<file path="config.mk">
export PLATFORM = sky130hd
export DESIGN_NAME = freq_nav_controller
export DESIGN_NICKNAME = d
export VERILOG_FILES = /design/src/rtl/freq_nav_pkg.sv /design/src/rtl/freq_code_qualifier.sv /design/src/rtl/freq_nav_controller.sv
export SDC_FILE = /design/constraint.sdc
export NUM_CORES = 1
export LEC_CHECK = 0
export ABC_AREA = 1
export CAP_MARGIN = 20
export CORE_MARGIN = 10
export CORE_UTILIZATION = 50
export CTS_CLUSTER_DIAMETER = 30
export CTS_CLUSTER_SIZE = 28
export DETAILED_ROUTE_END_ITERATION = 8
export HOLD_SLACK_MARGIN = 0.02
export PLACE_DENSITY = 0.68
export SETUP_SLACK_MARGIN = 0.05
export SLEW_MARGIN = 15
export SYNTH_ARGS = -nofsm -noshare
export SYNTH_HDL_FRONTEND = slang
export SYNTH_SLANG_ARGS = --single-unit
</file>
<file path="constraint.sdc">
create_clock -name clk -period 6.2 [get_ports clk]
set_clock_uncertainty 0.1 [all_clocks]
set_input_delay 1.24 -clock clk [delete_from_list [all_inputs] [get_ports clk]]
set_output_delay 1.24 -clock clk [all_outputs]
set_load 0.01 [all_outputs]
</file>
<file path="src/rtl/freq_nav_pkg.sv">
// Shared encodings for the frequency-seeking navigation controller.
package freq_nav_pkg;

    // Motor command encodings (2'b11 is never driven)
    localparam logic [1:0] STOP = 2'b00;
    localparam logic [1:0] FWD  = 2'b01;
    localparam logic [1:0] REV  = 2'b10;

    // Valid band-code window from the frequency detector
    localparam logic [3:0] CODE_MIN = 4'd7;
    localparam logic [3:0] CODE_MAX = 4'd14;

    typedef enum logic [2:0] {
        ST_IDLE     = 3'd0,
        ST_SEARCH   = 3'd1,
        ST_APPROACH = 3'd2,
        ST_TURN     = 3'd3,
        ST_ARRIVED  = 3'd4
    } nav_state_t;

    // Unsigned distance between a code and the target band
    function automatic logic [3:0] code_dist(input logic [3:0] target, input logic [3:0] c);
        return (target >= c) ? (target - c) : (c - target);
    endfunction

endpackage

</file>
<file path="src/rtl/freq_code_qualifier.sv">
// Sample-tick generator plus chatter filter for the detector band code.
module freq_code_qualifier
    import freq_nav_pkg::*;
#(
    parameter int SAMPLE_DIV     = 100000,
    parameter int STABLE_SAMPLES = 8
) (
    input  logic       clk,
    input  logic       reset,
    input  logic [3:0] freq_state,
    output logic       tick,
    output logic [3:0] qual_code
);

    localparam int DIV_W = (SAMPLE_DIV > 2) ? $clog2(SAMPLE_DIV) : 1;
    localparam int RUN_W = $clog2(STABLE_SAMPLES + 1);

    logic [DIV_W-1:0] r_div;
    logic [3:0]       r_cand;
    logic [3:0]       r_qual;
    logic [RUN_W-1:0] r_run;
    logic             w_tick;
    logic [3:0]       w_mapped;
    logic [RUN_W-1:0] w_run_nxt;

    assign w_tick    = (r_div == DIV_W'(SAMPLE_DIV - 1));
    assign tick      = w_tick;
    assign qual_code = r_qual;

    // Free-running sample divider, wraps at SAMPLE_DIV-1
    always_ff @(posedge clk) begin
        if (reset)       r_div <= '0;
        else if (w_tick) r_div <= '0;
        else             r_div <= r_div + DIV_W'(1);
    end

    // Out-of-band codes collapse to 0; run length saturates at STABLE_SAMPLES
    always_comb begin
        w_mapped  = ((freq_state >= CODE_MIN) && (freq_state <= CODE_MAX)) ? freq_state : 4'd0;
        w_run_nxt = RUN_W'(1);
        if (w_mapped == r_cand)
            w_run_nxt = (r_run == RUN_W'(STABLE_SAMPLES)) ? r_run : (r_run + RUN_W'(1));
    end

    // Candidate tracking; publish once the run length hits the threshold
    always_ff @(posedge clk) begin
        if (reset) begin
            r_cand <= 4'd0;
            r_run  <= '0;
            r_qual <= 4'd0;
        end else if (w_tick) begin
            r_cand <= w_mapped;
            r_run  <= w_run_nxt;
            if (w_run_nxt == RUN_W'(STABLE_SAMPLES))
                r_qual <= w_mapped;
        end
    end

endmodule

</file>
<file path="src/rtl/freq_nav_controller.sv">
// Navigation FSM: search-spin, approach legs and corrective turns toward TARGET_CODE.
module freq_nav_controller
    import freq_nav_pkg::*;
#(
    parameter int SAMPLE_DIV     = 100000,
    parameter int STABLE_SAMPLES = 8,
    parameter int TARGET_CODE    = 14,
    parameter int FWD_TICKS      = 500,
    parameter int TURN_TICKS     = 200,
    parameter int LOST_TICKS     = 1000
) (
    input  logic       clk,
    input  logic       reset,
    input  logic [3:0] freq_state,
    input  logic       enable,
    output logic [1:0] motor_left,
    output logic [1:0] motor_right,
    output logic [3:0] qual_code,
    output logic       locked,
    output logic [2:0] nav_state
);

    localparam logic [3:0] TGT = 4'(TARGET_CODE);
    localparam int LEG_MAX = (FWD_TICKS > TURN_TICKS) ? FWD_TICKS : TURN_TICKS;
    localparam int LEG_W   = $clog2(LEG_MAX + 1);
    localparam int LOST_W  = $clog2(LOST_TICKS + 1);

    logic              w_tick;
    logic [3:0]        w_qual;
    nav_state_t        r_state, w_nxt;
    logic [LEG_W-1:0]  r_leg, w_leg_nxt, w_leg_inc;
    logic [LOST_W-1:0] r_lost, w_lost_nxt, w_lost_inc;
    logic [3:0]        r_ref, w_ref_nxt, w_qdist;
    logic              w_lost_cond;
    logic [1:0]        r_ml, r_mr, w_ml, w_mr;
    logic              r_lock, w_lock;

    freq_code_qualifier #(
        .SAMPLE_DIV    (SAMPLE_DIV),
        .STABLE_SAMPLES(STABLE_SAMPLES)
    ) u_qual (
        .clk       (clk),
        .reset     (reset),
        .freq_state(freq_state),
        .tick      (w_tick),
        .qual_code (w_qual)
    );

    assign w_qdist    = code_dist(TGT, w_qual);
    assign w_leg_inc  = r_leg + LEG_W'(1);
    assign w_lost_inc = r_lost + LOST_W'(1);
    // ARRIVED loses lock on any non-target code; moving states only on "no tone"
    assign w_lost_cond = (r_state == ST_ARRIVED) ? (w_qual != TGT) : (w_qual == 4'd0);

    assign qual_code   = w_qual;
    assign nav_state   = r_state;
    assign motor_left  = r_ml;
    assign motor_right = r_mr;
    assign locked      = r_lock;

    // State, counters and decoded outputs all register on the same edge
    always_ff @(posedge clk) begin
        if (reset) begin
            r_state <= ST_IDLE;
            r_leg   <= '0;
            r_lost  <= '0;
            r_ref   <= 4'd0;
            r_ml    <= STOP;
            r_mr    <= STOP;
            r_lock  <= 1'b0;
        end else begin
            r_state <= w_nxt;
            r_leg   <= w_leg_nxt;
            r_lost  <= w_lost_nxt;
            r_ref   <= w_ref_nxt;
            r_ml    <= w_ml;
            r_mr    <= w_mr;
            r_lock  <= w_lock;
        end
    end

    // Next state: enable low > arrival > lost > leg-end decisions
    always_comb begin
        w_nxt      = r_state;
        w_leg_nxt  = r_leg;
        w_lost_nxt = r_lost;
        w_ref_nxt  = r_ref;
        if (!enable) begin
            w_nxt      = ST_IDLE;
            w_leg_nxt  = '0;
            w_lost_nxt = '0;
        end else if (w_tick) begin
            case (r_state)
                ST_IDLE: begin
                    w_nxt      = ST_SEARCH;
                    w_leg_nxt  = '0;
                    w_lost_nxt = '0;
                end
                ST_SEARCH: begin
                    w_lost_nxt = '0;
                    if (w_qual == TGT) begin
                        w_nxt = ST_ARRIVED;
                    end else if (w_qual != 4'd0) begin
                        w_nxt     = ST_APPROACH;
                        w_ref_nxt = w_qdist;
                        w_leg_nxt = '0;
                    end
                end
                ST_APPROACH, ST_TURN: begin
                    w_lost_nxt = w_lost_cond ? w_lost_inc : '0;
                    w_leg_nxt  = w_leg_inc;
                    if (w_qual == TGT) begin
                        w_nxt      = ST_ARRIVED;
                        w_leg_nxt  = '0;
                        w_lost_nxt = '0;
                    end else if (w_lost_cond && (w_lost_inc == LOST_W'(LOST_TICKS))) begin
                        w_nxt      = ST_SEARCH;
                        w_leg_nxt  = '0;
                        w_lost_nxt = '0;
                    end else if ((r_state == ST_APPROACH) && (w_leg_inc == LEG_W'(FWD_TICKS))) begin
                        w_leg_nxt = '0;
                        // A qualified 0 is farther than any real code, so it turns
                        if ((w_qual != 4'd0) && (w_qdist <= r_ref)) w_ref_nxt = w_qdist;
                        else                                        w_nxt     = ST_TURN;
                    end else if ((r_state == ST_TURN) && (w_leg_inc == LEG_W'(TURN_TICKS))) begin
                        w_nxt     = ST_APPROACH;
                        w_leg_nxt = '0;
                        if (w_qual != 4'd0) w_ref_nxt = w_qdist;
                    end
                end
                ST_ARRIVED: begin
                    w_lost_nxt = w_lost_cond ? w_lost_inc : '0;
                    if (w_lost_cond && (w_lost_inc == LOST_W'(LOST_TICKS))) begin
                        w_nxt      = ST_SEARCH;
                        w_lost_nxt = '0;
                    end
                end
                default: begin
                    w_nxt      = ST_IDLE;
                    w_leg_nxt  = '0;
                    w_lost_nxt = '0;
                end
            endcase
        end
    end

    // Motor/lock decode from the next state so they track nav_state exactly
    always_comb begin
        w_ml   = STOP;
        w_mr   = STOP;
        w_lock = 1'b0;
        case (w_nxt)
            ST_SEARCH:   begin w_ml = FWD; w_mr = REV; end
            ST_APPROACH: begin w_ml = FWD; w_mr = FWD; end
            ST_TURN:     begin w_ml = REV; w_mr = FWD; end
            ST_ARRIVED:  w_lock = 1'b1;
            default:     ;
        endcase
    end

endmodule

</file>
==> flow_metrics.py <==
metrics = {
    "status": {
        "status": "completed",
    },
    "critical_path": {
        "worstPathMaxFanout": 6,
        "cp-start-kind": "register",
        "cp.required_ns": 6.34,
        "arrival_ns": 3.33,
        "end_kind": "register",
        "regToRegEndpoint": "motor_right[1]",
        "crit_path_start": "u_qual.qual_code[0]",
        "rrSetupSlack_ns": 3.01,
        "crit_end": "motor_right[1]",
        "reg2reg_from": "u_qual.qual_code[0]",
        "path_class": "reg2reg",
        "reg2reg_depth": 20,
    },
    "pwr": {
        "leakage_uw": 0.00153,
        "p_sw_uw": 177,
        "comb_power_share_pct": 3.0,
        "intPower_uw": 591,
        "swShare_pct": 23.1,
        "vdd_drop_max_uv": 103,
        "powerDensity_nw_per_um2": 190,
        "seqPwrFrac_pct": 50.5,
        "power_frac_clock_pct": 46.5,
    },
    "floorplan": {
        "ios": 19,
        "rows": 30,
        "die_width_um": 105,
        "initial_core_util_pct": 52.0,
        "die_area_um2": 10900,
        "core_area_um2": 6870,
        "fp.dieH_um": 105,
    },
    "global_routing": {
        "antenna_found_initial": 0,
        "grt_max_degree": 24,
        "grtUsageTotal_pct": 14.5,
        "grt_pass1_wl_um": 13500,
        "grt_pass1_vias": 3023,
        "gr-total-overflow": 0,
    },
    "sta": {
        "slew_viol_final": 0,
        "rsz0062_at_grt": "no",
        "tns_ns": 0,
        "worst_pin_slew_ns": 0.737,
        "fin_crit_ns": 3.19,
        "setup-violations-final": 0,
        "fmax_ghz": 0.314,
        "min_period_over_period_pct": 51.4,
        "finalHoldViolCount": 0,
        "holdWs_ns": 0.353,
        "relSlewSlack_pct": 50.7,
    },
    "cts": {
        "htree_levels": 3,
        "numCtsBuffers": 9,
        "post_cts_buffers": 0,
        "clock_tree.root_cell": "clkbuf_8",
        "ctsResizeCount": 0,
        "cts_tree": "done",
        "cts.sinks": 60,
        "clk_latency_ns": 0.35,
        "postCtsHoldBufs": 0,
        "max-clock-path-buffers": 2,
        "clk_pin_slew_ns": 0.07,
    },
    "layout": {
        "postLayoutCellArea_um2": 4050,
        "fillers": 673,
        "area_growth_pct": 13.4,
        "final_util_pct": 59.0,
        "antennaDiodeCount": 0,
        "drive_gt1_share_pct": 12.5,
        "fin_nets": 571,
    },
    "route": {
        "wl_per_cell_um": 11.7,
        "drtIter0Drc": 133,
        "wirelength_um": 7610,
        "drc": 0,
        "num_vias": 3253,
        "first_pass_iters": 5,
        "ant_nets": 0,
        "via_per_inst": 5.00,
    },
    "min_path": {
        "hold_class": "reg2reg",
    },
    "synth": {
        "synth_top_family_by_area": "simple AND/OR/NAND/NOR gates",
        "synth_cell_types": 40,
        "synthSimpleGateAreaFrac_pct": 39.2,
        "ys_warn_count": 0,
        "syn_area_um2": 3570,
        "synth_fa_ha_area_share_pct": 5.25,
        "synth_compound_area_share_pct": 10.8,
        "synth_fp_nets": 547,
        "ys_seq_elements": 60,
        "synth-xor-area-share_pct": 1.96,
        "synth_area_per_cell_um2": 6.80,
        "synthCells": 525,
        "ys_seq_area_share_pct": 33.6,
        "synthMuxAreaShare_pct": 0.315,
    },
    "flow_run": {
        "maxCapViolations": 0,
    },
    "placement": {
        "place_congestion": 0.835,
        "io_buffers": 18,
        "hpwlAfterDp_um": 5810,
        "placed_area_um2": 3850,
    },
}
==> cells in the mapped netlist, drive strengths merged <==
cell type | n | area, µm²
nand2 | 136 | 558
nor2 | 77 | 354
inv | 75 | 282
dfxtp | 60 | 1200
a21oi | 35 | 175
nand3 | 35 | 200
ha | 15 | 188
nor3 | 15 | 101
o21ai | 15 | 75.1
nand4 | 14 | 87.6
o22ai | 6 | 37.5
xor2 | 6 | 52.6
nor3b | 5 | 37.5
buf | 4 | 18.8
nor4 | 4 | 37.5
clkinv | 3 | 11.3
o21bai | 3 | 22.5
a31oi | 2 | 12.5
nand3b | 2 | 15.0
o211ai | 2 | 15.0
o21a | 2 | 15.0
xnor2 | 2 | 17.5
a21boi | 1 | 7.51
and2 | 1 | 8.76
clkbuf | 1 | 3.75
mux2 | 1 | 11.3
o211a | 1 | 10.0
o311ai | 1 | 8.76
o31ai | 1 | 7.51
==> metal layers <==
metal | GRT usage [%] | share of wire [%] | wire [µm]
met5 | 0 | 0 | 0
met4 | 5.37 | 1.2 | 93
met3 | 3.66 | 2.4 | 179
met2 | 23.9 | 47 | 3580
met1 | 17.6 | 49 | 3750
==> state kept, by name (all words and copies together), names as in the netlist <==
signal	cells
r_lost	10
u_qual.r_div	17
nav_state	3
u_qual.qual_code	4
r_ref	4
locked	1
motor_left	2
u_qual.r_run	4
r_leg	9
u_qual.r_cand	4
motor_right	2
==> logic make-up (layout without fill, tap and decap cells) <==
kind of cell,count (synthesis),count (layout)
buffers and inverters,83,112
DFF,60,60
AOI/OAI and AO/OA,69,69
and+or+nand+nor,289,289
muxes,1,1
adders and majority gates,15,15
xor gates and xnor gates,8,8
==> area by class of cell <==
type                    count  area [µm²]  share of cell area, %
flip-flops and latches     60        1200                   29.6
repair buffers             18         180                   4.45
clock inverters             6        63.8                   1.58
multi-input cells         382        2060                   50.7
inverters                  78         293                   7.23
clock buffers              10         138                   3.40
well taps                  96         120                   2.96
==> layout by cell type, fill, tap and decap left out, drive strengths merged <==
| cell | n |
|---|---|
| nor3 | 15 |
| clkinvlp | 2 |
| clkbuf | 10 |
| bufinv | 1 |
| o211ai | 2 |
| clkinv | 6 |
| xnor2 | 2 |
| clkdlybuf4s50 | 18 |
| a31oi | 2 |
| o21ai | 15 |
| dfxtp | 60 |
| mux2 | 1 |
| o211a | 1 |
| inv | 75 |
| o21bai | 3 |
| nand4 | 14 |
| xor2 | 6 |
| nand3b | 2 |
| ha | 15 |
| a21boi | 1 |
| nor2 | 77 |
| a21oi | 35 |
| nand2 | 136 |
| nand3 | 35 |
| and2 | 1 |
| nor4 | 4 |
| o31ai | 1 |
| o311ai | 1 |
| o21a | 2 |
| o22ai | 6 |
| nor3b | 5 |
==> worst min path at each step <==
stage | endpoint | cells after the start | slack [ns] | from
after floorplan | u_qual.r_div[0] | 1 | 0.32 | u_qual.r_div[0]
after global placement | u_qual.r_div[0] | 1 | 0.33 | u_qual.r_div[0]
after detailed placement | u_qual.r_div[0] | 1 | 0.35 | u_qual.r_div[0]
after CTS | u_qual.r_div[0] | 1 | 0.36 | u_qual.r_div[0]
after global routing | u_qual.r_div[0] | 1 | 0.37 | u_qual.r_div[0]
final | u_qual.r_div[0] | 1 | 0.35 | u_qual.r_div[0]
==> worst max-delay path, stage by stage (launching register included) <==
cell and delay, ns:
dfxtp_1 0.43, inv_1 0.11, ha_1 0.24, nor3_1 0.32, mux2_2 0.37, nand2_1 0.05
o21ai_0 0.08, inv_1 0.09, ha_1 0.24, a21oi_1 0.13, o21ai_0 0.08, o21ai_0 0.12
nand2_1 0.08, nand3_1 0.09, nand2_1 0.05, nand2_1 0.08, nand4_1 0.10, nand2_2 0.14
nor2_4 0.04, nand2_1 0.08, inv_1 0.05
==> power groups by stage <==
stage,logic (µW),clock network [µW],registers [µW]
3_5_place_dp,22.9,0,397
4_1_cts,23.1,365,388
3_3_place_gp,22.5,0,397
5_1_grt,25.9,381,388
6_report,22.9,357,388
2_1_floorplan,14.6,0,396
==> metrics by stage <==
step	power [µW]	instances	setup slack, ns
6_report	768	650	3.01
5_1_grt	795	650	2.67
4_1_cts	776	650	3.00
3_5_place_dp	420	634	2.82
3_3_place_gp	419	634	2.88
2_1_floorplan	411	525	3.32
No activity file was read; power rests on OpenSTA's default activity.
